[src/rtl/bus_arbiter_if.sv]
// Bus-side signal bundle shared by the round-robin arbiter and the requester drivers.
// The master modport is the arbiter; the slave modport is the requester/consumer side.
interface bus_arbiter_if #(
    parameter int N = 4,
    parameter int W = 4
);
    localparam int IW = (N > 1) ? $clog2(N) : 1;

    logic [N-1:0]   req;
    logic [N*W-1:0] din;
    logic [N-1:0]   en;
    logic [IW-1:0]  gnt_id;
    logic           busy;
    logic           bus_valid;
    logic [W-1:0]   bus_data;

    modport master (
        input  req,
        input  din,
        output en,
        output gnt_id,
        output busy,
        output bus_valid,
        output bus_data
    );

    modport slave (
        output req,
        output din,
        input  en,
        input  gnt_id,
        input  busy,
        input  bus_valid,
        input  bus_data
    );
endinterface

[src/rtl/bus_arbiter.sv]
// Round-robin arbiter for the shared tri-state bus: one-hot driver enables, a one-cycle
// turnaround between owners, a hold limit when others wait, and a registered bus word.
module bus_arbiter #(
    parameter int N        = 4,
    parameter int W        = 4,
    parameter int MAX_HOLD = 4
) (
    input  logic          clk,
    input  logic          rst,
    bus_arbiter_if.master bus
);
    localparam int IW = (N > 1) ? $clog2(N) : 1;
    localparam int HW = $clog2(MAX_HOLD + 1);

    typedef enum logic [1:0] {
        IDLE,
        GRANT,
        TURN
    } state_t;

    state_t         state;
    logic [IW-1:0]  ptr;
    logic [IW-1:0]  gnt_q;
    logic [HW-1:0]  hold_cnt;
    logic [N-1:0]   en_q;
    logic           busy_q;
    logic           valid_q;
    logic [W-1:0]   data_q;

    logic           any_req;
    logic           cur_req;
    logic           others_waiting;
    logic           limit_hit;
    logic [IW-1:0]  winner;
    logic [W-1:0]   cur_din;

    // First requester at or after the pointer, wrapping; N is a power of two so the
    // index wraps naturally in IW bits.
    function automatic logic [IW-1:0] pick(input logic [IW-1:0] start, input logic [N-1:0] r);
        logic [IW-1:0] idx;
        logic [IW-1:0] result;
        logic          found;
        result = start;
        found  = 1'b0;
        for (int i = 0; i < N; i++) begin
            idx = start + IW'(i);
            if (!found && r[idx]) begin
                result = idx;
                found  = 1'b1;
            end
        end
        return result;
    endfunction

    assign any_req        = |bus.req;
    assign winner         = pick(ptr, bus.req);
    assign cur_req        = bus.req[gnt_q];
    assign cur_din        = bus.din[gnt_q*W +: W];
    assign others_waiting = |(bus.req & ~(N'(1) << gnt_q));
    assign limit_hit      = (int'(hold_cnt) + 1) >= MAX_HOLD;

    always_ff @(posedge clk) begin
        if (rst) begin
            state    <= IDLE;
            ptr      <= '0;
            gnt_q    <= '0;
            hold_cnt <= '0;
            en_q     <= '0;
            busy_q   <= 1'b0;
            valid_q  <= 1'b0;
            data_q   <= '0;
        end else begin
            case (state)
                IDLE, TURN: begin
                    valid_q <= 1'b0;
                    if (any_req) begin
                        gnt_q    <= winner;
                        en_q     <= N'(1) << winner;
                        hold_cnt <= '0;
                        busy_q   <= 1'b1;
                        state    <= GRANT;
                    end else begin
                        en_q   <= '0;
                        busy_q <= 1'b0;
                        state  <= IDLE;
                    end
                end
                GRANT: begin
                    valid_q <= cur_req;
                    if (cur_req) begin
                        data_q <= cur_din;
                        if (int'(hold_cnt) < MAX_HOLD) begin
                            hold_cnt <= hold_cnt + HW'(1);
                        end
                    end
                    // A lone requester is never forced off; the limit only applies when someone waits.
                    if (!cur_req || (limit_hit && others_waiting)) begin
                        en_q   <= '0;
                        busy_q <= 1'b0;
                        ptr    <= gnt_q + IW'(1);
                        state  <= TURN;
                    end
                end
                default: begin
                    state <= IDLE;
                end
            endcase
        end
    end

    assign bus.en        = en_q;
    assign bus.gnt_id    = gnt_q;
    assign bus.busy      = busy_q;
    assign bus.bus_valid = valid_q;
    assign bus.bus_data  = data_q;
endmodule
[src/flat_wrapper.sv]
// flat-port wrapper written by rule: the top's interface ports become plain ports
module bus_arbiter_flat 
#(
    parameter int N        = 4,
    parameter int W        = 4,
    parameter int MAX_HOLD = 4
)
  (clk, rst, bus_req, bus_din, bus_en, bus_gnt_id, bus_busy, bus_bus_valid, bus_bus_data);
  bus_arbiter_if #(.N(N), .W(W)) bus_i ();
  input  logic clk;
  input  logic rst;
  input wire logic [$bits(bus_i.req)-1:0] bus_req;
  input wire logic [$bits(bus_i.din)-1:0] bus_din;
  output wire logic [$bits(bus_i.en)-1:0] bus_en;
  output wire logic [$bits(bus_i.gnt_id)-1:0] bus_gnt_id;
  output wire logic [$bits(bus_i.busy)-1:0] bus_busy;
  output wire logic [$bits(bus_i.bus_valid)-1:0] bus_bus_valid;
  output wire logic [$bits(bus_i.bus_data)-1:0] bus_bus_data;
  assign bus_i.req = bus_req;
  assign bus_i.din = bus_din;
  assign bus_en = bus_i.en;
  assign bus_gnt_id = bus_i.gnt_id;
  assign bus_busy = bus_i.busy;
  assign bus_bus_valid = bus_i.bus_valid;
  assign bus_bus_data = bus_i.bus_data;
  bus_arbiter #(.N(N), .W(W), .MAX_HOLD(MAX_HOLD)) u_core (.clk(clk), .rst(rst), .bus(bus_i));
endmodule
[config.mk]
export PLATFORM = sky130hd
export DESIGN_NAME = bus_arbiter_flat
export DESIGN_NICKNAME = d
export VERILOG_FILES = /design/src/rtl/bus_arbiter_if.sv /design/src/rtl/bus_arbiter.sv /design/src/flat_wrapper.sv
export SDC_FILE = /design/constraint.sdc
export NUM_CORES = 1
export LEC_CHECK = 0
export CORE_ASPECT_RATIO = 1.5
export CORE_UTILIZATION = 25
export DETAILED_ROUTE_END_ITERATION = 12
export GPL_TIMING_DRIVEN = 0
export MAX_ROUTING_LAYER = met4
export PLACE_DENSITY_LB_ADDON = 0.3
export SLEW_MARGIN = 20
export SYNTH_ARGS = -nofsm -noshare
export SYNTH_HDL_FRONTEND = slang
export SYNTH_SLANG_ARGS = --single-unit
export TNS_END_PERCENT = 5
[constraint.sdc]
create_clock -name clk -period 5.4 [get_ports clk]
set_input_delay 1.08 -clock clk [delete_from_list [all_inputs] [get_ports clk]]
set_output_delay 1.08 -clock clk [all_outputs]
set_load 0.1 [all_outputs]
[Word level (Yosys, flattened, before mapping)]
Cells that the tools add are included.
Word-level totals
  flip-flop bits (word level): 19
  input port bits: 22
  output and inout port bits: 12
  logic and storage cells: 81
Operators by class
  add/subtract/negate cells: 6
  $lt $le $gt $ge: 7
  equality and inequality tests: 6
  shift-type cells: 3
  muxes and demuxes: 30
  bitwise operators: 2
  reductions and logical operators: 19
Operators with widths (number)
  $ge 32x4->1 const B: 1
  $shiftx 16x5->4: 1
  $lt 2x3->1 const B: 5
  $mux 1: 11
  $bmux 1 s2: 5
  $mux 3: 3
  $mux 2: 4
  $mux 4: 2
  $ne 2x1->1 const B: 4
  $pmux 4 s2: 1
  $reduce_and 2->1: 4
  $reduce_or 4->1: 2
  $shl 1x2->4 const A: 2
  $pmux 3 s2: 1
  $add 2x1->2 const B: 2
  $add 2x2->2 const B: 2
  $add 3x1->4 const B: 1
  $and 4x4->4: 1
  $logic_and 1x1->1: 4
  $logic_not 1->1: 4
  $not 4->4: 1
  $pmux 1 s2: 2
  $pmux 2 s2: 1
  $reduce_and 4->1: 1
  8 further kinds: 8

[Logic depth before layout (Yosys ltp)]
  word-level depth: 15
  depth in mapped cells: 8
  depth with buffers taken out: 7

[Worst setup path after synthesis]
No wires, ideal clock.
  kind: flip-flop to flip-flop
  start point: register u_core.gnt_q[1] (netlist: u_core.bus.gnt_id[1])
  end point: register u_core.ptr[0]
  setup time: 0.121 ns
  arrival: 2.460 ns
  data required time: 5.279 ns
  setup slack: 2.819 ns
  stages on the path, launching flop included: 9
  buffers on the path: 1
  clock period less this slack: 2.581 ns
  path through: dfxtp_1 > clkbuf_2 > inv_1 > ha_1 > nand2b_1 > o2111ai_1 > o211ai_1 > a21boi_2 > mux2_2
Between the ends
  word-level cells in the longest chain between the ends: 7
Ends and longest elaborated chain
  start: declaration: RTL line bus_arbiter.sv:23  | logic [IW-1:0] gnt_q;
  start signal: assignment: RTL line bus_arbiter.sv:77  | gnt_q <= winner;
  $shl 1x2->4: RTL line bus_arbiter.sv:59  | assign others_waiting = |(bus.req & ~(N'(1) << gnt_q));
  $not 4->4: RTL line bus_arbiter.sv:59
  $and 4x4->4: RTL line bus_arbiter.sv:59
  $reduce_or 4->1: RTL line bus_arbiter.sv:59
  $logic_and 1x1->1: RTL line bus_arbiter.sv:97  | if (!cur_req || (limit_hit && others_waiting)) begin
  $logic_or 1x1->1 *: RTL line bus_arbiter.sv:97
  $reduce_and 2->1 (no line) *
  end signal: assignment: RTL line bus_arbiter.sv:100  | ptr <= gnt_q + IW'(1);
  end: declaration: RTL line bus_arbiter.sv:22  | logic [IW-1:0] ptr;
Mark *: on every way between the ends. The rest lies on a longest branch, timed or not. The select of a mux whose other input is x is not followed.
A chain may end at the register's enable or synchronous reset.

[Worst setup path after layout]
  start point: register u_core.gnt_q[0] (netlist: u_core.bus.gnt_id[0])
  end point: output port bus_gnt_id[0]
RTL lines
  end: declaration: RTL line flat_wrapper.sv:15  | output wire logic [$bits(bus_i.gnt_id)-1:0] bus_gnt_id;
No word-level cell between the ends.

==> flow_metrics.env <==
export IMPL_drtAntennaViolNets=0
export IMPL_gp_congestion=0.758
export IMPL_drt_iter0_drc=22
export IMPL_first_pass_iters=4
export IMPL_row_count=29
export IMPL_fin_crit_ns=2.90
export IMPL_cts_root_buf="clkbuf_8"
export IMPL_antenna_cells=0
export IMPL_final_cells=205
export IMPL_viasPerCell=4.91
export IMPL_path_delay_family="buffers and inverters"
export IMPL_fp_dieW_microns=57.5
export IMPL_pre_cts_slack_ns=2.38
export IMPL_multi_input_area_sq_um=702
export IMPL_peakVddDrop_mv=0.122
export IMPL_num_io_pins=34
export IMPL_drc=0
export IMPL_r2r_end="u_core.ptr[0]"
export IMPL_synth_edff_count=0
export IMPL_clk_latency_ns=0.25
export IMPL_ys_warn_count=0
export IMPL_fill_cells=429
export IMPL_routed_wl_mm=2.76
export IMPL_timing_setup_tns_ns=0
export IMPL_die_area_sq_um=4900
export IMPL_fin_worst_skew_ns=0.000690
export IMPL_wire_per_inst_microns=13.5
export IMPL_worstPathCellList="clkdlybuf4s50_1"
export IMPL_clockBufferDepth=2
export IMPL_syn2layout_area_growth_pct=37.6
export IMPL_cts_buffers=3
export IMPL_slew_headroom_pct=32.0
export IMPL_arrival_ns=1.82
export IMPL_min_path_type="flip-flop to flip-flop"
export IMPL_cts_sinks=19
export IMPL_crit_slowest_cell="clkdlybuf4s50_1"
export IMPL_reg2reg_depth=8
export IMPL_grt_overflow_total=0
export IMPL_cp_required_ns=4.32
export IMPL_postSynth_topFlopCell="dfxtp_1"
export IMPL_cp_num_cells=1
export IMPL_endpoint="bus_gnt_id[0]"
export IMPL_start_util_pct=26.7
export IMPL_rr_startpoint="u_core.bus.gnt_id[1]"
export IMPL_clk_pin_slew_ns=0.07
export IMPL_status="finished clean"
export IMPL_startpoint_type="flip-flop"
export IMPL_whs_path_depth=1
export IMPL_chipHeight_microns=85.2
export IMPL_track_usage_pct=12.4
export IMPL_async_flop_share_pct=0
export IMPL_core_sq_um=4320
export IMPL_htreeDepth=1
export IMPL_grt_pass1_wl_mm=4.69
export IMPL_finalWorstSetupSlack_ns=2.50
export IMPL_grt_pass1_vias=1070
export IMPL_synth_seq_area_share_pct=33.0
export IMPL_hold_viol_final=0
export IMPL_setup_viol=0
export IMPL_ys_ff_latch=19
export IMPL_cts_resized_gates=0
export IMPL_regArea_sq_um=380
export IMPL_rsz0062_at_grt="false"
export IMPL_cts_setup_buffers=0
export IMPL_fin_area_sq_um=1590
export IMPL_synth_avg_cell_area_sq_um=9.46
export IMPL_worstMarginPinSlew_ns=1.02
export IMPL_cp_max_fo=4
export IMPL_io_buffers=33
export IMPL_grt_max_degree=12
export IMPL_dp_cells=201
export IMPL_cts_tree="built"
export IMPL_path_class="flip-flop to output port"
export IMPL_max_freq_ghz=0.344
export IMPL_nets=187
export IMPL_slowest_delay_ns=1.16
export IMPL_cap_violations=0
export IMPL_drive_gt1_share_pct=11.9
export IMPL_syn_inst=122
export IMPL_hpwl_mm=2.24
export IMPL_cts_hold_fix_buffers=0
export IMPL_r2r_setup_slack_ns=3.30
export IMPL_syn_area_sq_um=1150
export IMPL_place_area_sq_um=1540
export IMPL_drv_slew=0
export IMPL_leakage_nw=0.624
export IMPL_end_kind="output port"
export IMPL_period_share_pct=53.8
export IMPL_antenna_found_initial=0
export IMPL_syn_num_nets=149
export IMPL_critPathBufInv=1
export IMPL_yosysUniqueCellTypes=37
export IMPL_p_per_area_nw_per_um2=251
export IMPL_crit_start="u_core.bus.gnt_id[0]"
export IMPL_dr_total_vias=1007
[cell type report]
class	instances	area share [%]
Multi-Input combinational cell	90	44.2
Sequential cell	19	24.0
Timing Repair Buffer	33	20.8
Tap cell	46	3.62
Buffer	6	2.84
Clock buffer	3	2.60
Inverter	7	1.65
Clock inverter	1	0.315
[layer usage]
metal | vias up | part of all wire [%] | GRT usage [%]
met5 | - | 0 | -
li1 | 507 | - | -
met2 | 19 | 55 | 22.4
met4 | 0 | 2.9 | 5.99
met3 | 6 | 2.5 | 1.07
met1 | 475 | 39 | 13.1
[how the worst min path moves through the flow]
stage | slack [ns] | endpoint | startpoint
global route | 0.49 | u_core.bus.en[0] | u_core.bus.en[0]
CTS | 0.47 | u_core.bus.en[2] | u_core.bus.en[2]
detailed placement | 0.45 | u_core.bus.en[1] | u_core.bus.en[1]
floorplan | 0.48 | u_core.bus.bus_valid | u_core.state[0]
global placement | 0.45 | u_core.bus.en[1] | u_core.bus.en[1]
finish | 0.46 | u_core.bus.en[1] | u_core.bus.en[1]
[metrics by stage]
stage | hold WS (ns) | power (mW) | util [%]
6_report | 0.464 | 0.398 | 36.8
5_1_grt | 0.489 | 0.418 | 36.8
4_1_cts | 0.469 | 0.402 | 36.8
3_5_place_dp | 0.451 | 0.303 | 35.7
3_3_place_gp | 0.450 | 0.300 | 35.7
2_1_floorplan | 0.476 | 0.260 | -
[cell families (layout without fill, tap and decap cells)]
kind of cell / after synthesis / count (layout) / share of synthesized area (%)
and+or+nand+nor: 47 / 47 / 21.6
adders and majority gates: 5 / 5 / 5.42
buffers and inverters: 13 / 50 / 6.18
muxes: 13 / 13 / 18.5
DFF: 19 / 19 / 33.0
AOI/OAI and AO/OA: 25 / 25 / 15.3
[placed cells by master (no fill, tap or decap), drive strengths merged, types with 2 or more instances in the layout]
cell and instances:
clkdlybuf4s50 33, and2b 2, nor2b 3, o21ai 2
a21oi 12, mux4 5, mux2i 6, or2 2
o2bb2ai 2, o211ai 2, nand2b 8, inv 7
nor3 2, nand2 7, dfxtp 19, mux2 2
nand3 4, ha 5, o221a 2, nor2 17
clkbuf 6
[cells in the mapped netlist, types with 2 or more instances]
cell type	instances	share of area (%)
a21oi_1	12	5.2
clkbuf_1	2	0.65
dfxtp_1	19	33
ha_1	5	5.4
inv_1	7	2.3
mux2i_1	6	5.2
mux4_1	4	9.1
nand2_1	6	2.0
nand2b_1	8	4.3
nand3_1	4	1.7
nor2_1	15	4.9
nor2b_1	3	1.6
nor3_1	2	0.87
o211ai_1	2	1.3
o21ai_0	2	0.87
o221a_2	2	2.0
o2bb2ai_1	2	1.5
or2_2	2	1.1
[registers in the layout, summed over array words and instances, names as in the netlist]
register	cells
u_core.bus.bus_valid	1
u_core.state	2
u_core.bus.bus_data	4
u_core.ptr	2
u_core.bus.busy	1
u_core.bus.en	4
u_core.hold_cnt	3
u_core.bus.gnt_id	2
[power breakdown]
part           leakage, nW  internal, mW  total, mW  switching, mW
Sequential           0.155         0.150      0.157        0.00694
Clock               0.0255        0.0512     0.0992         0.0480
Combinational        0.443        0.0546      0.142         0.0878
Total                0.624         0.255      0.398          0.143
No activity file was read; power rests on OpenSTA's default activity.
